==> src/rtl/tick_pkg.sv <==
// Shared definitions for the programmable tick generator: mode encodings,
// reset divisor default and channel-index width helper.
package tick_pkg;

  typedef enum logic [1:0] {
    MODE_PERIODIC = 2'b00,
    MODE_ONESHOT  = 2'b01
  } mode_t;

  localparam logic [23:0] DIV_RESET_DEF = 24'h4FFFFF;

  // Index width for a channel count; a single channel still gets one bit.
  function automatic int ch_w(input int n);
    return (n > 1) ? $clog2(n) : 1;
  endfunction

endpackage

==> src/rtl/tick_channel.sv <==
// One tick channel: programmable divider with periodic / one-shot modes,
// registered tick strobe, divided square wave and one-shot busy flag.
module tick_channel
  import tick_pkg::*;
#(
  parameter int               WIDTH     = 24,
  parameter logic [WIDTH-1:0] DIV_RESET = WIDTH'(DIV_RESET_DEF)
) (
  input  logic             clk,
  input  logic             reset,
  input  logic             cfg_load,
  input  logic [WIDTH-1:0] cfg_div,
  input  logic [1:0]       cfg_mode,
  input  logic             enable,
  input  logic             start,
  output logic             tick,
  output logic             sq,
  output logic             busy
);

  logic [WIDTH-1:0] div;
  logic [WIDTH-1:0] cnt;
  logic [1:0]       mode;
  logic             oneshot;
  logic             active;

  // Reserved encodings fall through to periodic behaviour.
  assign oneshot = (mode == MODE_ONESHOT);
  assign active  = enable && (!oneshot || busy);

  always_ff @(posedge clk) begin
    if (reset) begin
      div  <= DIV_RESET;
      mode <= MODE_PERIODIC;
      cnt  <= '0;
      tick <= 1'b0;
      sq   <= 1'b0;
      busy <= 1'b0;
    end else if (cfg_load) begin
      // A start in the same cycle arms the timer with the new settings.
      div  <= cfg_div;
      mode <= cfg_mode;
      cnt  <= '0;
      tick <= 1'b0;
      sq   <= 1'b0;
      busy <= start && (cfg_mode == MODE_ONESHOT);
    end else if (start) begin
      cnt  <= '0;
      tick <= 1'b0;
      if (oneshot) busy <= 1'b1;
    end else if (active) begin
      if (cnt == div) begin
        cnt  <= '0;
        tick <= 1'b1;
        sq   <= ~sq;
        if (oneshot) busy <= 1'b0;
      end else begin
        cnt  <= cnt + WIDTH'(1);
        tick <= 1'b0;
      end
    end else begin
      tick <= 1'b0;
    end
  end

endmodule

==> src/rtl/tick_gen.sv <==
// Multi-channel programmable tick generator: decodes the shared cfg bus into
// per-channel loads and replicates tick_channel CHANNELS times.
module tick_gen
  import tick_pkg::*;
#(
  parameter int               CHANNELS  = 4,
  parameter int               WIDTH     = 24,
  parameter logic [WIDTH-1:0] DIV_RESET = WIDTH'(DIV_RESET_DEF)
) (
  input  logic                        clk,
  input  logic                        reset,
  input  logic                        cfg_we,
  input  logic [ch_w(CHANNELS)-1:0]   cfg_ch,
  input  logic [WIDTH-1:0]            cfg_div,
  input  logic [1:0]                  cfg_mode,
  input  logic [CHANNELS-1:0]         enable,
  input  logic [CHANNELS-1:0]         start,
  output logic [CHANNELS-1:0]         tick,
  output logic [CHANNELS-1:0]         sq,
  output logic [CHANNELS-1:0]         busy
);

  localparam int CW = ch_w(CHANNELS);

  logic [CHANNELS-1:0] cfg_load;

  // Out-of-range indices match no channel and are dropped.
  for (genvar g = 0; g < CHANNELS; g++) begin : g_ch
    assign cfg_load[g] = cfg_we && (cfg_ch == CW'(g));

    tick_channel #(
      .WIDTH     (WIDTH),
      .DIV_RESET (DIV_RESET)
    ) u_ch (
      .clk      (clk),
      .reset    (reset),
      .cfg_load (cfg_load[g]),
      .cfg_div  (cfg_div),
      .cfg_mode (cfg_mode),
      .enable   (enable[g]),
      .start    (start[g]),
      .tick     (tick[g]),
      .sq       (sq[g]),
      .busy     (busy[g])
    );
  end

endmodule
==> config.mk <==
export PLATFORM = sky130hd
export DESIGN_NAME = tick_gen
export DESIGN_NICKNAME = d
export VERILOG_FILES = /design/src/rtl/tick_pkg.sv /design/src/rtl/tick_channel.sv /design/src/rtl/tick_gen.sv
export SDC_FILE = /design/constraint.sdc
export NUM_CORES = 1
export LEC_CHECK = 0
export ABC_AREA = 1
export ABC_CLOCK_PERIOD_IN_PS = 4470
export CAP_MARGIN = 5
export CORE_UTILIZATION = 50
export DETAILED_ROUTE_END_ITERATION = 16
export HOLD_SLACK_MARGIN = 0.02
export PLACE_DENSITY = 0.64
export RECOVER_POWER = 100
export SYNTH_ARGS = -nofsm -noshare
export SYNTH_HDL_FRONTEND = slang
export SYNTH_SLANG_ARGS = --single-unit
==> constraint.sdc <==
create_clock -name clk -period 4.47 [get_ports clk]
set_input_delay 0.6705 -clock clk [delete_from_list [all_inputs] [get_ports clk]]
set_output_delay 0.6705 -clock clk [all_outputs]
set_load 0.02 [all_outputs]
==> reports/metrics.csv, run 1 <==
stage,metric,value,unit
run_status,outcome,finished with violations,
run_status,failing checks,"capacitance limit, slew limit",
worst_setup_path,critical-path maximum fanout,35,
worst_setup_path,worst r2r dst,g_ch[2].u_ch.cnt[22],
synthesis,largest area contributor in the netlist,dfxtp_1,
cells_and_area,Non-Filler Instances,1927,
pwr,leakage,5.06,nW
sta,worst slew pin tran,1850,ps
synthesis,syn nets,1650,
sta,unrepaired setup endpoints after global routing,false,
synthesis,Area contributors post-synth,"dfxtp_1 39%, nand2_1 16%, nor2_1 7.2%",
global_routing,vias in the first global route,8826,
pwr,Power Dens Cells,354,nW/um2
synthesis,Syn Area/Cell,6.80,um2
worst_setup_path,CP Capture Type,flip-flop,
sta,f_max,0.310,GHz
floorplanning,full die area,22400,um2
clock_network,post-CTS setup repair buffer count,0,
clock_network,clk sinks,212,
worst_setup_path,worst reg-to-reg path cell count,13,
synthesis,register bit total from synthesis,212,
place,worst slack at placement,1480,ps
worst_setup_path,reg-to-reg critical path startpoint,g_ch[2].u_ch.cnt[0],
place,IO buf count,50,
sta,setup slack after layout,1250,ps
place,GPL Wtd Cong,0.876,
worst_setup_path,crit path from,reset,
sta,Final TNS setup,0,ps
clock_network,post_cts resized,0,
worst_setup_path,"setup slack, reg-to-reg",2170,ps
synthesis,sequential element share of the synthesized area,38.8,%
synthesis,fraction of registers with async set/reset,0,%
sta,crit path time final,3220,ps
cells_and_area,"commonest non-fill, non-tap cell in the layout",nand2_1,
worst_setup_path,WP data required,4930,ps
clock_network,"CTS clk-pin slew, worst paths",60,ps
drt,via count,9741,
sta,period utilization,72.1,%
cells_and_area,Post-layout nets,1679,
drt,Antenna Nets Post-Route,0,
floorplanning,Starting Density,51.5,%
clock_network,root buf cell,clkbuf_16,
pwr,"Power, Total",4.34,mW
floorplanning,I/O Pins,51,
cells_and_area,layout cells sized above 1,6.06,%
worst_setup_path,Critical path destination,g_ch[0].u_ch.cnt[14],
place,Placed Instances,1885,
global_routing,global-route wire length before repair,45800,um
drt,initial DRC count,679,
hold_path,Hold Crit Class,flip-flop to flip-flop,
sta,Slew Limit Headroom,-23.0,%
clock_network,TritonCTS clock tree,built,
synthesis,cell count after synthesis,1607,
synthesis,Main synth FF type,dfxtp_1,
drt,Avg WL per Cell,14.8,um
job,Max Cap Viol,1,
global_routing,antenna violations before repair,1,
clock_network,CTS HTree Levels,1,
clock_network,CTS Hold Bufs,0,
cells_and_area,most frequent cells in the layout,"469 x nand2_1, 212 x nor2_1, 212 x dfxtp_1",
pwr,Peak VDD IR,0.293,mV
worst_setup_path,kind of critical path,input port to flip-flop,
synthesis,Cell variety after synth,42,
global_routing,largest net degree at the start of global routing,46,
drt,via/cell ratio,5.06,
floorplanning,core area,21200,um2
synthesis,Syn. warnings,0,
drt,Remaining DRCs,0,
synthesis,Post-Syn Area,10900,um2
drt,Total Wirelength,28600,um
worst_setup_path,startpoint types,input port,
sta,max-slew violation count,46,
cells_and_area,Layout area overhead,12.3,%
synthesis,post-synth top area share,38.8,%
sta,final setup vio count,0,
place,detailed placer's ending HPWL,20700,um
global_routing,total track usage,26.0,%
clock_network,TritonCTS buffer count,24,
sta,Final Skew,11.4,ps
synthesis,Post-synth EDFFs,0,
floorplanning,Die W,150,um
global_routing,gr ovfl total,0,
clock_network,maximum clock path buffer count,3,
floorplanning,Rows,53,
floorplanning,die height,150,um
sta,final-report hold violation count,0,
clock_network,clock latency on the worst-skew pair,520,ps
drt,Initial DRT Pass Iterations,6,
worst_setup_path,worst endpoint data arrival time,3680,ps
worst min path at each step:
| stage | depth (start not counted) | startpoint | slack, ps | end |
|---|---|---|---|---|
| after floorplan | 2 | g_ch[3].u_ch.div[20] | 440 | g_ch[3].u_ch.div[20] |
| after global placement | 2 | g_ch[3].u_ch.div[20] | 460 | g_ch[3].u_ch.div[20] |
| after detailed placement | 2 | g_ch[3].u_ch.div[2] | 470 | g_ch[3].u_ch.div[2] |
| after CTS | 2 | g_ch[3].u_ch.div[20] | 480 | g_ch[3].u_ch.div[20] |
| after global routing | 2 | g_ch[0].u_ch.div[8] | 500 | g_ch[0].u_ch.div[8] |
| final | 2 | g_ch[0].u_ch.div[8] | 480 | g_ch[0].u_ch.div[8] |
routing by layer:
metal / vias up / share of wire [%] / GRT usage, %
met1: 4390 / 49 / 37.3
met3: 43 / 5.3 / 3.11
met2: 223 / 43 / 40.9
met5: - / 0 / 0
met4: 0 / 2.1 / 6.82
li1: 5085 / - / -
per-stage QoR:
step | hold WS [ps] | utilization [%] | area (um2)
floorplan | 442 | - | 10900
global placement | 456 | 54.4 | 11500
detailed placement | 465 | 54.4 | 11500
CTS | 476 | 58.2 | 12300
global route | 504 | 57.8 | 12300
finish | 477 | 57.8 | 12300
critical path, cell delays in order:
cell and delay, ps:
dlygate4sd3_1 680, inv_1 880, nand2_1 260, nor2_1 190
inv_1 80, nor2_1 550, o21ai_0 230, nor2_1 120
registers in the layout, indices dropped and copies added (netlist names):
signal	cells
g_ch.u_ch.tick	4
g_ch.u_ch.busy	4
g_ch.u_ch.div	96
g_ch.u_ch.mode	8
g_ch.u_ch.sq	4
g_ch.u_ch.cnt	96
Yosys cell counts, types with 2 or more instances:
cell type	instances
ha_1	4
nor3b_1	5
buf_4	13
nor4_1	9
xnor2_1	45
buf_6	4
nand3_1	102
a21oi_1	48
inv_2	11
a31oi_1	5
nand4_1	21
dfxtp_1	212
nand2_2	14
inv_1	185
nor2b_1	2
nand2_4	2
clkbuf_2	2
nor2_2	10
nand2_1	466
or2_2	5
nor3_1	37
nor2_4	11
o211ai_1	31
o21ai_0	38
nor3_2	9
o21bai_1	2
nor2_1	209
buf_2	8
clkbuf_1	26
xor2_1	56
nand3_2	4
layout make-up:
cell class                 count  area (um2)
clock inverter                 9         120
sequential                   212        4240
inverter                     197         742
clock buffer                  32         692
antenna                        1        2.50
fill                        2101        8950
timing repair buffer          57         538
multi-input combinational   1144        5590
tap                          275         344
power by group:
part,internal [mW],switching [mW],total (mW)
Sequential,1.94,0.0420,1.99
Combinational,0.113,0.198,0.311
Clock,1.25,0.794,2.04
Total,3.31,1.03,4.34
cell families (layout without fill, tap and decap cells):
kind of cell	count (synthesis)	count (layout)	synth area share [%]
AO/OA/AOI/OAI	127	127	6.68
other	0	1	0
XOR/XNOR	101	101	8.10
buffers and inverters	251	295	9.48
AND/OR/NAND/NOR	912	912	36.4
adder cells (fa/ha/maj)	4	4	0.458
flip-flops	212	212	38.8
(Power assumes the default switching activity.)
==> run 2, diff against run 1 <==
- ABC_CLOCK_PERIOD_IN_PS: 4470 -> 3280
- clock period: 4.47 -> 3.28 ns (I/O delays scaled with it)
==> run 2 against run 1 <==
  * The run now ends clean
  * Power grew 36%
  * Cell count grew 0.16%
  * Register-to-register slack lost 1000 ps
  * Largest cell class unchanged
  * Combinational power grew 37%
  * Routed wire length shrank 0.86%
  * Global-route usage shrank 0.31 points
  * Clock-buffer cell count grew 1
  * Cell area grew 0.13%
  * Non-clock buffer count grew 1
==> reports/metrics.csv, run 2 (same netlist as run 1, synthesis figures left out) <==
stage,metric,value,unit,change
worst_setup_path,"setup slack, reg-to-reg",1160,ps,-1010 ps
hold_path,Worst Hold Launch,g_ch[3].u_ch.div[20],,
sta,crit path time final,2450,ps,
global_routing,GRT met2 Usage,40.9,%,-0.046 points
worst_setup_path,kind of critical path,input port to flip-flop,,
global_routing,gr ovfl total,0,,unchanged
cells_and_area,most frequent cells in the layout,"469 x nand2_1, 213 x nor2_1, 212 x dfxtp_1",,
clock_network,post_cts resized,0,,unchanged
clock_network,root buf cell,clkbuf_16,,
sta,final setup vio count,0,,unchanged
worst_setup_path,Worst Path Buf+Inv,3,,unchanged
drt,Initial DRT Pass Iterations,5,,-1
sta,unrepaired setup endpoints after global routing,false,,
global_routing,met3 usage,2.90,%,-0.21 points
worst_setup_path,worst r2r dst,g_ch[3].u_ch.cnt[18],,
global_routing,vias in the first global route,8721,,-1.2%
hold_path,Hold Crit Class,flip-flop to flip-flop,,
worst_setup_path,"CP delay by family, top",buffers and inverters,,
floorplanning,Die W,150,um,unchanged
worst_setup_path,WP data required,3710,ps,-1220 ps
floorplanning,full die area,22400,um2,unchanged
clock_network,CTS HTree Levels,1,,unchanged
place,Placed Instances,1886,,+0.053%
worst_setup_path,critical-path maximum fanout,26,,-26%
place,IO buf count,50,,unchanged
clock_network,clk sinks,212,,unchanged
clock_network,maximum clock path buffer count,3,,unchanged
floorplanning,Starting Density,51.5,%,unchanged
worst_setup_path,Crit-path slowest cell,dlygate4sd3_1,,
run_status,outcome,"finished, final reports clean",,
drt,Remaining DRCs,0,,unchanged
sta,Slew Limit Headroom,19.7,%,+43 points
clock_network,"CTS clk-pin slew, worst paths",60,ps,about the same
floorplanning,Rows,53,,unchanged
place,Post-DP Area,11500,um2,about the same
floorplanning,core area,21200,um2,unchanged
drt,initial DRC count,568,,-16%
place,worst slack at placement,707,ps,-770 ps
cells_and_area,Post-layout nets,1680,,+0.060%
sta,f_max,0.408,GHz,
sta,worst slew pin tran,1200,ps,-641 ps
cells_and_area,"commonest non-fill, non-tap cell in the layout",nand2_1,,
clock_network,TritonCTS buffer count,24,,unchanged
cells_and_area,final core utilization,57.9,%,+0.077 points
pwr,leakage,5.08,nW,+0.41%
drt,Total Wirelength,28300,um,-0.86%
sta,final-report hold violation count,0,,unchanged
global_routing,antenna violations before repair,0,,-1
sta,max-slew violation count,0,,-100%
sta,Final Skew,8.28,ps,-3.08 ps
worst_setup_path,crit path from,cfg_ch[0],,
global_routing,global route hottest layer,met2,,
clock_network,CTS Hold Bufs,0,,unchanged
cells_and_area,Layout area overhead,12.5,%,
worst_setup_path,worst endpoint data arrival time,2880,ps,-800 ps
floorplanning,I/O Pins,51,,unchanged
global_routing,total track usage,25.6,%,-0.31 points
drt,via count,9665,,-0.78%
pwr,"Power, Total",5.91,mW,+36%
cells_and_area,largest registers,"g_ch.u_ch.cnt (96), g_ch.u_ch.div (96), g_ch.u_ch.mode (8)",,
worst_setup_path,"Largest stage delay, worst path",650,ps,-230 ps
job,Max Cap Viol,0,,-1
worst_setup_path,startpoint types,input port,,
clock_network,post-CTS setup repair buffer count,0,,unchanged
cells_and_area,Non-Filler Instances,1930,,+0.16%
place,detailed placer's ending HPWL,20700,um,+0.20%
global_routing,largest net degree at the start of global routing,46,,unchanged
cells_and_area,final instance area,12300,um2,+0.13%
pwr,Power Dens Cells,481,nW/um2,+36%
sta,hold slack final,472,ps,-4.62 ps
sta,setup slack after layout,830,ps,-418 ps
pwr,Peak VDD IR,0.402,mV,+37%
worst_setup_path,worst reg-to-reg path cell count,12,,-1
sta,Final TNS setup,0,ps,unchanged
worst_setup_path,reg-to-reg critical path startpoint,g_ch[3].u_ch.mode[0],,
drt,via/cell ratio,5.01,,-0.93%
hold_path,worst hold endpoint,g_ch[3].u_ch.div[20],,
hold_path,Worst Hold Depth,2,,unchanged
cells_and_area,ant diodes,0,,-1
global_routing,global-route wire length before repair,45300,um,-1.1%
clock_network,TritonCTS clock tree,built,,
worst_setup_path,crit-path cells,dlygate4sd3_1 > nand2_1 > nor2_1 > inv_1 > nand3_1 > inv_1 > nand2_1 > nor3b_1,,
global_routing,met1 usage,36.3,%,-0.99 points
place,GPL Wtd Cong,0.893,,+1.9%
worst_setup_path,CP Capture Type,flip-flop,,
drt,Avg WL per Cell,14.7,um,-1.0%
cells_and_area,layout cells sized above 1,6.22,%,+0.17 points
floorplanning,die height,150,um,unchanged
clock_network,clock latency on the worst-skew pair,530,ps,about the same
drt,Antenna Nets Post-Route,0,,unchanged
sta,period utilization,74.7,%,
[run 2: cell types whose count changed in the layout (fill, tap and decap cells not counted), sizes merged]
cell,delta
buf,+3
clkinv,+2
bufinv,-1
clkbuf,-1
clkinvlp,+1
diode,-1
[run 2: metal layers]
layer	share of wire, %	wire length, um	vias up
met5	0	0	-
met4	2.7	754	0
met3	4.4	1260	41
met2	44	12300	178
met1	49	14000	4351
li1	-	-	5095
[run 2: area by class of cell]
class	instances	area [um2]
clock buffers	33	716
well taps	275	344
inverters	197	742
clock inverters	11	108
repair buffers	58	553
multi-input cells	1144	5580
fillers	2059	8930
flip-flops and latches	212	4240
[run 2: how the worst max path moves through the flow]
stage                           end  cells after the start  slack (ps)
6_report       g_ch[3].u_ch.cnt[11]                      8         830
5_1_grt        g_ch[3].u_ch.cnt[13]                      8         600
4_1_cts                     busy[2]                      1        1210
3_5_place_dp    g_ch[0].u_ch.cnt[1]                      9         710
3_3_place_gp    g_ch[0].u_ch.cnt[1]                      9         730
2_1_floorplan  g_ch[0].u_ch.cnt[22]                     12        1710
[run 2: report_power, final]
part           internal, mW  switching, mW
Clock                  1.68           1.10
Sequential             2.65         0.0555
Combinational         0.155          0.271
Total                  4.48           1.43
[run 2: tightest hold or removal path: cells and delay by family (launching register included)]
| kind | cells | cell delay [ps] |
|---|---|---|
| buffers and inverters | 1 | 70 |
| DFF | 1 | 290 |
| AOI/OAI and AO/OA | 1 | 60 |
==> run 3, diff against run 2 <==
- ABC_CLOCK_PERIOD_IN_PS: 3280 -> 2450
- clock period: 3.28 -> 2.45 ns (I/O delays scaled with it)
==> run 3 against run 2 <==
  * First-iteration DRC count rose by 10%
  * Highest routed layer unchanged
  * Core utilization is 0.48 points higher
  * Largest cell class unchanged
  * Worst hold slack improved by 3.2 ps
  * Cell area is 0.83% higher
  * Clock skew grew 3.0 ps
  * Largest power group unchanged
  * Die area is the same
  * Cell count rose by 0.36%
  * Register-to-register slack worse by 760 ps
  * Critical endpoint is now g_ch[0].u_ch.busy
  * Sequential share of layout area down 0.28 points
  * Power grew 39%
  * Clock-buffer cell count fell by 3
==> reports/metrics.csv, run 3 (same netlist as run 1, synthesis figures left out) <==
stage,metric,value,unit,change
run_status,outcome,"finished, final reports clean",,
drt,initial DRC count,626,,+10%
cells_and_area,Post-layout nets,1690,,+0.60%
drt,via/cell ratio,5.03,,+0.38%
sta,Final Skew,11.3,ps,+2.98 ps
cells_and_area,largest registers,"g_ch.u_ch.cnt (96), g_ch.u_ch.div (96), g_ch.u_ch.mode (8)",,
global_routing,antenna violations before repair,0,,unchanged
pwr,Peak VDD IR,0.598,mV,+49%
place,GPL Wtd Cong,0.870,,-2.6%
cells_and_area,sequential cell area,4240,um2,unchanged
sta,f_max,0.457,GHz,
worst_setup_path,CP Capture Type,flip-flop,,
sta,period utilization,89.2,%,
floorplanning,full die area,22400,um2,unchanged
floorplanning,Die W,150,um,unchanged
cells_and_area,filler cell count,2082,,+1.1%
sta,hold slack final,475,ps,+3.16 ps
job,Max Cap Viol,0,,unchanged
drt,Total Wirelength,28500,um,+0.62%
floorplanning,Starting Density,51.5,%,unchanged
place,IO buf count,50,,unchanged
clock_network,maximum clock path buffer count,3,,unchanged
clock_network,post_cts resized,0,,unchanged
clock_network,post-CTS setup repair buffer count,0,,unchanged
global_routing,total track usage,25.8,%,+0.18 points
sta,Slew Limit Headroom,15.9,%,-3.8 points
clock_network,"CTS clk-pin slew, worst paths",60,ps,about the same
worst_setup_path,kind of critical path,input port to flip-flop,,
worst_setup_path,WP data required,2920,ps,-790 ps
cells_and_area,Multi-input gate area,5570,um2,-0.22%
drt,Initial DRT Pass Iterations,5,,unchanged
worst_setup_path,worst endpoint data arrival time,2660,ps,-220 ps
global_routing,global-route wire length before repair,45400,um,+0.26%
clock_network,root buf cell,clkbuf_16,,
sta,unrepaired setup endpoints after global routing,false,,
global_routing,gr ovfl total,0,,unchanged
cells_and_area,"commonest non-fill, non-tap cell in the layout",nand2_1,,
pwr,Power Dens Cells,661,nW/um2,+37%
clock_network,clock latency on the worst-skew pair,530,ps,about the same
floorplanning,core area,21200,um2,unchanged
hold_path,Hold Crit Class,flip-flop to flip-flop,,
sta,final-report hold violation count,0,,unchanged
cells_and_area,final instance area,12400,um2,+0.83%
cells_and_area,Layout area overhead,13.4,%,
pwr,"Power, Total",8.19,mW,+39%
sta,max-slew violation count,0,,unchanged
place,detailed placer's ending HPWL,20900,um,+1.1%
drt,Remaining DRCs,0,,unchanged
worst_setup_path,startpoint types,input port,,
drt,Antenna Nets Post-Route,0,,unchanged
drt,via count,9737,,+0.74%
global_routing,vias in the first global route,8685,,-0.41%
floorplanning,I/O Pins,51,,unchanged
floorplanning,die height,150,um,unchanged
worst_setup_path,critical-path maximum fanout,32,,+23%
clock_network,clk sinks,212,,unchanged
sta,crit path time final,2190,ps,
cells_and_area,ant diodes,0,,unchanged
place,Post-DP Area,11600,um2,+0.65%
clock_network,CTS Hold Bufs,0,,unchanged
sta,worst slew pin tran,1260,ps,+57.7 ps
cells_and_area,most frequent cells in the layout,"471 x nand2_1, 218 x nor2_1, 212 x dfxtp_1",,
sta,Final TNS setup,0,ps,unchanged
floorplanning,Rows,53,,unchanged
sta,setup slack after layout,263,ps,-566 ps
drt,Avg WL per Cell,14.7,um,+0.25%
place,worst slack at placement,208,ps,-499 ps
pwr,leakage,5.14,nW,+1.2%
global_routing,largest net degree at the start of global routing,46,,unchanged
cells_and_area,layout cells sized above 1,6.20,%,-0.026 points
clock_network,CTS HTree Levels,1,,unchanged
sta,final setup vio count,0,,unchanged
clock_network,TritonCTS buffer count,24,,unchanged
clock_network,TritonCTS clock tree,built,,
==> run 3: cell types whose count changed in the layout (fill, tap and decap cells not counted), moves of 2 or more <==
cell	before	now
nor2_2	10	5
nor2_1	213	218
buf_4	6	11
clkinv_2	8	5
bufinv_16	2	5
clkbuf_2	0	3
nand2_2	11	9
nand2_1	469	471
==> run 3: metal layers <==
metal	global-route usage, %	vias up	wire [um]
li1	-	5104	-
met1	37.3	4391	14000
met2	39.5	193	12300
met3	3.45	49	1360
met4	8.33	0	836
met5	0	-	0
==> run 3: path summary, 6_finish.rpt <==
check	startpoint	end	slack (ps)	depth (start not counted)
worst min-delay path	g_ch[0].u_ch.div[0]	g_ch[0].u_ch.div[0]	480	2
worst max-delay path	cfg_ch[0]	g_ch[0].u_ch.busy	260	7
worst min register to register	g_ch[0].u_ch.div[0]	g_ch[0].u_ch.div[0]	480	2
worst max register to register	g_ch[2].u_ch.busy	g_ch[2].u_ch.cnt[14]	400	9
==> run 3: where the power goes <==
group	internal (mW)	switching [mW]	leakage, nW	total, mW
Clock	2.52	1.48	0.434	3.99
Sequential	3.55	0.0737	1.72	3.62
Combinational	0.215	0.363	2.98	0.578
Total	6.28	1.91	5.14	8.19
==> run 3: worst max-delay path, stage by stage <==
cell and delay, ps:
dlygate4sd3_1 640, nor3_4 220, clkbuf_1 950, o21ai_0 170
a21oi_1 190, nand2_1 60, inv_1 50
==> run 3: stage by stage <==
stage | util (%) | std cells
2_1_floorplan | - | 1607
3_3_place_gp | 54.8 | 1896
3_5_place_dp | 54.8 | 1896
4_1_cts | 58.9 | 1937
5_1_grt | 58.4 | 1937
6_report | 58.4 | 1937
==> run 3: layout make-up <==
class / instances / area share [%]
multi-input cells: 1144 / 45.0
clock inverters: 11 / 1.47
clock buffers: 30 / 5.60
well taps: 275 / 2.78
repair buffers: 68 / 4.95
flip-flops and latches: 212 / 34.2
inverters: 197 / 5.99
